--- src/rtl/posit_encoder_rnd.sv ---
// Two-stage posit<16,1> encoder/rounder: stage 1 builds the regime/exponent/fraction
// body, stage 2 rounds to nearest even, clamps to minpos/maxpos and packs the sign.
module posit_encoder_rnd #(
  parameter int N = 16
) (
  input  logic           i_clk,
  input  logic           i_rst,
  input  logic           i_valid,
  output logic           o_ready,
  input  logic           i_s,
  input  logic [N-10:0]  i_sf,
  input  logic [N-5:0]   i_mant,
  input  logic           i_guard,
  input  logic           i_sticky,
  input  logic           i_nzn,
  output logic           o_valid,
  input  logic           i_ready,
  output logic [N-1:0]   o_posit
);

  localparam int SFW = N - 9;
  localparam int MW  = N - 4;
  localparam int BW  = N - 1;
  localparam int TW  = 2 * N;

  logic              s1_valid;
  logic              s1_s, s1_nzn, s1_sat_hi, s1_sat_lo, s1_rb, s1_stk;
  logic [BW-1:0]     s1_kept;
  logic              s2_advance;

  logic signed [SFW-1:0] t, k;
  logic [SFW-1:0]    run;
  logic              neg;
  logic [TW-1:0]     tail, fill, body;
  logic              sat_hi, sat_lo;

  logic              inc;
  logic [N-1:0]      r16;
  logic [BW-1:0]     r_body;
  logic [N-1:0]      posit_nx;

  assign s2_advance = ~o_valid | i_ready;
  assign o_ready    = ~s1_valid | s2_advance;

  // Regime terminator sits at the top of the tail; shifting right by the run
  // length and back-filling with the run bit yields the left-justified body.
  always_comb begin
    t      = $signed(i_sf ^ {SFW{i_s}});
    k      = t >>> 1;
    neg    = k[SFW-1];
    sat_hi = (k >= 7'sd14);
    sat_lo = (k <= -7'sd15);
    run    = neg ? $unsigned(-k) : $unsigned(k + 7'sd1);
    tail   = {neg, t[0], i_mant, i_guard, {(TW-MW-3){1'b0}}};
    fill   = neg ? '0 : ~({TW{1'b1}} >> run);
    body   = (tail >> run) | fill;
  end

  always_ff @(posedge i_clk or posedge i_rst) begin
    if (i_rst) begin
      s1_valid  <= 1'b0;
      s1_s      <= 1'b0;
      s1_nzn    <= 1'b0;
      s1_sat_hi <= 1'b0;
      s1_sat_lo <= 1'b0;
      s1_kept   <= '0;
      s1_rb     <= 1'b0;
      s1_stk    <= 1'b0;
    end else begin
      if (o_ready) s1_valid <= i_valid;
      if (i_valid && o_ready) begin
        s1_s      <= i_s;
        s1_nzn    <= i_nzn;
        s1_sat_hi <= sat_hi;
        s1_sat_lo <= sat_lo;
        s1_kept   <= body[TW-1 -: BW];
        s1_rb     <= body[TW-1-BW];
        s1_stk    <= i_sticky | (|body[TW-2-BW:0]);
      end
    end
  end

  always_comb begin
    inc = s1_rb & (s1_kept[0] | s1_stk);
    r16 = {1'b0, s1_kept} + {{BW{1'b0}}, inc};
    if (r16[BW] || s1_sat_hi)
      r_body = '1;
    else if ((r16[BW-1:0] == '0) || s1_sat_lo)
      r_body = {{(BW-1){1'b0}}, 1'b1};
    else
      r_body = r16[BW-1:0];
    posit_nx = s1_nzn ? {s1_s, r_body} : {s1_s, {BW{1'b0}}};
  end

  always_ff @(posedge i_clk or posedge i_rst) begin
    if (i_rst) begin
      o_valid <= 1'b0;
      o_posit <= '0;
    end else if (s2_advance) begin
      o_valid <= s1_valid;
      if (s1_valid) o_posit <= posit_nx;
    end
  end

endmodule

--- config.mk ---
export PLATFORM = sky130hd
export DESIGN_NAME = posit_encoder_rnd
export DESIGN_NICKNAME = d
export VERILOG_FILES = /design/src/rtl/posit_encoder_rnd.sv
export SDC_FILE = /design/constraint.sdc
export NUM_CORES = 1
export LEC_CHECK = 0
export CAP_MARGIN = 20
export CORE_MARGIN = 2
export CORE_UTILIZATION = 36
export DETAILED_ROUTE_END_ITERATION = 7
export GPL_TIMING_DRIVEN = 0
export PLACE_DENSITY_LB_ADDON = 0.05
export SYNTH_ARGS = -nofsm -noshare
export SYNTH_HDL_FRONTEND = slang
export SYNTH_SLANG_ARGS = --single-unit
--- constraint.sdc ---
create_clock -name i_clk -period 3.5 [get_ports i_clk]
set_clock_uncertainty 0.1 [all_clocks]
set_input_delay 0.7 -clock i_clk [delete_from_list [all_inputs] [get_ports i_clk]]
set_output_delay 0.7 -clock i_clk [all_outputs]
set_load 0.01 [all_outputs]
==> impl_metrics.ini <==
[finish]
n_antenna_cell = 0
synthToLayoutAreaGrowth_pct = 21.9
fillers = 985
finalNetCount = 511
final_layout_size_suffix_gt1_share_pct = 12.8

[floorplan]
die_x_um = 105
core_mm2 = 0.00986
io_pins = 45
row_count = 36
die_area_mm2 = 0.0111
dieHeight_um = 105
start_util_pct = 37.3

[clocking]
worst_skew_pair.late_latency_ns = 0.29
cts.sinks = 39
cts_root_buf = clkbuf_8
path_clk_slew_ns = 0.08
numCtsBuffers = 5
cts.htree.levels = 2
cts_max_path_buffers = 2
cts_tree = yes

[routing]
viasPerCell = 5.73
num_vias = 3530
drtPass1Iterations = 5
drcViolationCount = 0
wirelength_um = 10700
drtAntennaViolNets = 0
drt_iter0_markers = 157
routedWlPerCell_um = 17.3

[worst_setup_path]
r2r-start = s1_kept[0]$_DFFE_PP0P_
cpLargestDelayFamily = compound AO/OA/AOI/OAI gates
path_max_fanout = 10
max_stage_delay_ns = 0.57
crit_slowest_cell = mux4_2
end_kind = flip-flop
path_cells = clkdlybuf4s15_1, buf_4, xnor2_4, mux4_2, a221oi_4, mux2i_1, a2111o_1, nor4_1, o32ai_1
critPathKind = in -> reg
cp.required_ns = 3.56
cp.arrival_ns = 3.45
critPathLaunch = i_sf[1]
startpoint_type = input port
rrSetupSlack_ns = 0.40
crit_buf_inv = 2

[synthesis]
synth.most_common_cell = nand2_1
synth.area.top_cells = dfrtp_1, mux2i_1, mux4_2
synth_seq_cells = 39
synth_common_cells = nand2_1, dfrtp_1, nor2_1, o21ai_0, mux2i_1
synth_top_area_share_pct = 26.5
synth_fp_nets = 462
synthFlopType = dfrtp_1
synth-warning-count = 0
synth_edf_count = 0
synth.distinct_cells = 76
synth.avg_cell_area_um2 = 8.51
syn_inst = 433
async_reset_ff_share_pct = 100
netlist_area_mm2 = 0.00368
yosys.area.top_type = dfrtp_1
ys_seq_area_share_pct = 26.5

[grt]
track_usage_pct = 19.7
antenna_found_initial = 0
grt_pass1_vias = 3397
grt.overflow.total = 0
grt_start_max_net_pins = 40
grt_pass1_wl_um = 17400

[sta]
setup_viol = 0
fin_crit_sh_pct = 96.8
max_freq_mhz = 295
period_needed_ns = 3.39
timing.final.ws_setup_ns = 0.113
rsz0062_at_grt = no
worst_pin_slew_ns = 0.794
maxSlewViolCount = 0
hold_viol_final = 0
relSlewSlack_pct = 47.0

[flow_run]
maxCapViolCount = 0

[placement]
dp_hpwl_um = 8370
numPortBuffers = 41
gp_congestion = 0.862
preCtsSetupSlack_ns = -0.585

[run_status]
status = finished, final reports clean

[min_path]
hold_path_class = reg -> reg
hold_path_startpoint = o_posit[14]$_DFFE_PP0P_

[power_and_ir_drop]
power.total_mw = 1.81
ir_drop_v = 0.000209
power_density_mw_per_mm2 = 402
leakage_nw = 1.78
## sequential cells by signal (all words and copies together), names as in the netlist
register	cells
o_posit	16
o_valid	1
s1_kept	15
s1_nzn	1
s1_rb	1
s1_s	1
s1_sat_hi	1
s1_sat_lo	1
s1_stk	1
s1_valid	1
## path summary, 6_finish.rpt
kind,end,cells past startpoint
min,o_posit[14]$_DFFE_PP0P_,2
min reg2reg,o_posit[14]$_DFFE_PP0P_,2
max reg2reg,o_posit[5]$_DFFE_PP0P_,10
min in group asynchronous,o_valid$_DFFE_PP0P_,2
max in group asynchronous,o_posit[12]$_DFFE_PP0P_,2
max,s1_stk$_DFFE_PP0P_,9
## area by class of cell
| type | instances | area (µm²) | area share, % |
|---|---|---|---|
| Buffer | 35 | 176 | 3.93 |
| Clock buffer | 6 | 82.6 | 1.84 |
| Clock inverter | 2 | 35.0 | 0.780 |
| Inverter | 8 | 30.0 | 0.669 |
| Multi-Input combinational cell | 349 | 2570 | 57.3 |
| Sequential cell | 39 | 976 | 21.7 |
| Tap cell | 133 | 166 | 3.71 |
| Timing Repair Buffer | 44 | 450 | 10.0 |
## cells in the final DEF, fill, tap and decap left out, types with 8 or more instances in the layout
| master | synthesis | layout |
|---|---|---|
| nand2_1 | 47 | 47 |
| buf_2 | 9 | 9 |
| o21ai_0 | 27 | 27 |
| dfrtp_1 | 39 | 39 |
| xor2_1 | 10 | 10 |
| a31oi_1 | 12 | 12 |
| a21oi_1 | 16 | 16 |
| mux2i_1 | 26 | 26 |
| nand3_1 | 15 | 15 |
| clkdlybuf4s50_1 | 0 | 38 |
| buf_4 | 4 | 8 |
| mux4_2 | 8 | 8 |
| clkbuf_1 | 21 | 14 |
| nor3_1 | 13 | 13 |
| nor2_1 | 33 | 33 |
| a22o_1 | 9 | 9 |
## worst min-delay path: cells and delay by family (launching register included)
kind / cells / cell delay [ns]
AOI/OAI and AO/OA: 1 / 0.05
DFF: 1 / 0.34
and+or+nand+nor: 1 / 0.04
## per-layer routing
layer	track usage [%]	part of all wire (%)	vias up
li1	-	-	1757
met1	23.8	43	1663
met2	36.5	52	98
met3	2.25	3.4	12
met4	5.62	1.7	0
met5	0	0	-
## metrics by stage
| step | hold WS [ns] | cell area (µm²) | util (%) | instances | TNS (ns) |
|---|---|---|---|---|---|
| after floorplan | 0.346 | 3680 | - | 433 | 0 |
| after global placement | 0.366 | 4260 | 43.2 | 607 | -4.26 |
| after detailed placement | 0.371 | 4260 | 43.2 | 607 | -4.40 |
| after CTS | 0.388 | 4460 | 45.2 | 616 | 0 |
| after global routing | 0.407 | 4490 | 45.5 | 616 | 0 |
| final | 0.376 | 4490 | 45.5 | 616 | 0 |
## repair_timing
item,in CTS,in global routing
gates resized for setup,13,13
setup buffers,3,0
pin swaps,2,0
setup endpoints to repair,5,5
hold buffers,0,0
## logic make-up (layout without fill, tap and decap cells)
group           Yosys count  count (layout)  share of synthesized area (%)
simple gates            156             156                           21.4
xor+xnor                 22              22                           6.35
buf+inv                  45              95                           5.50
fa+ha+maj                 3               3                           1.05
mux                      39              39                           13.9
flops                    39              39                           26.5
compound gates          129             129                           25.3
## power by group
group	internal (mW)	switching (mW)
clock	0.231	0.155
combinational	0.383	0.438
sequential	0.536	0.0641
total	1.15	0.657
(Power assumes the default switching activity.)
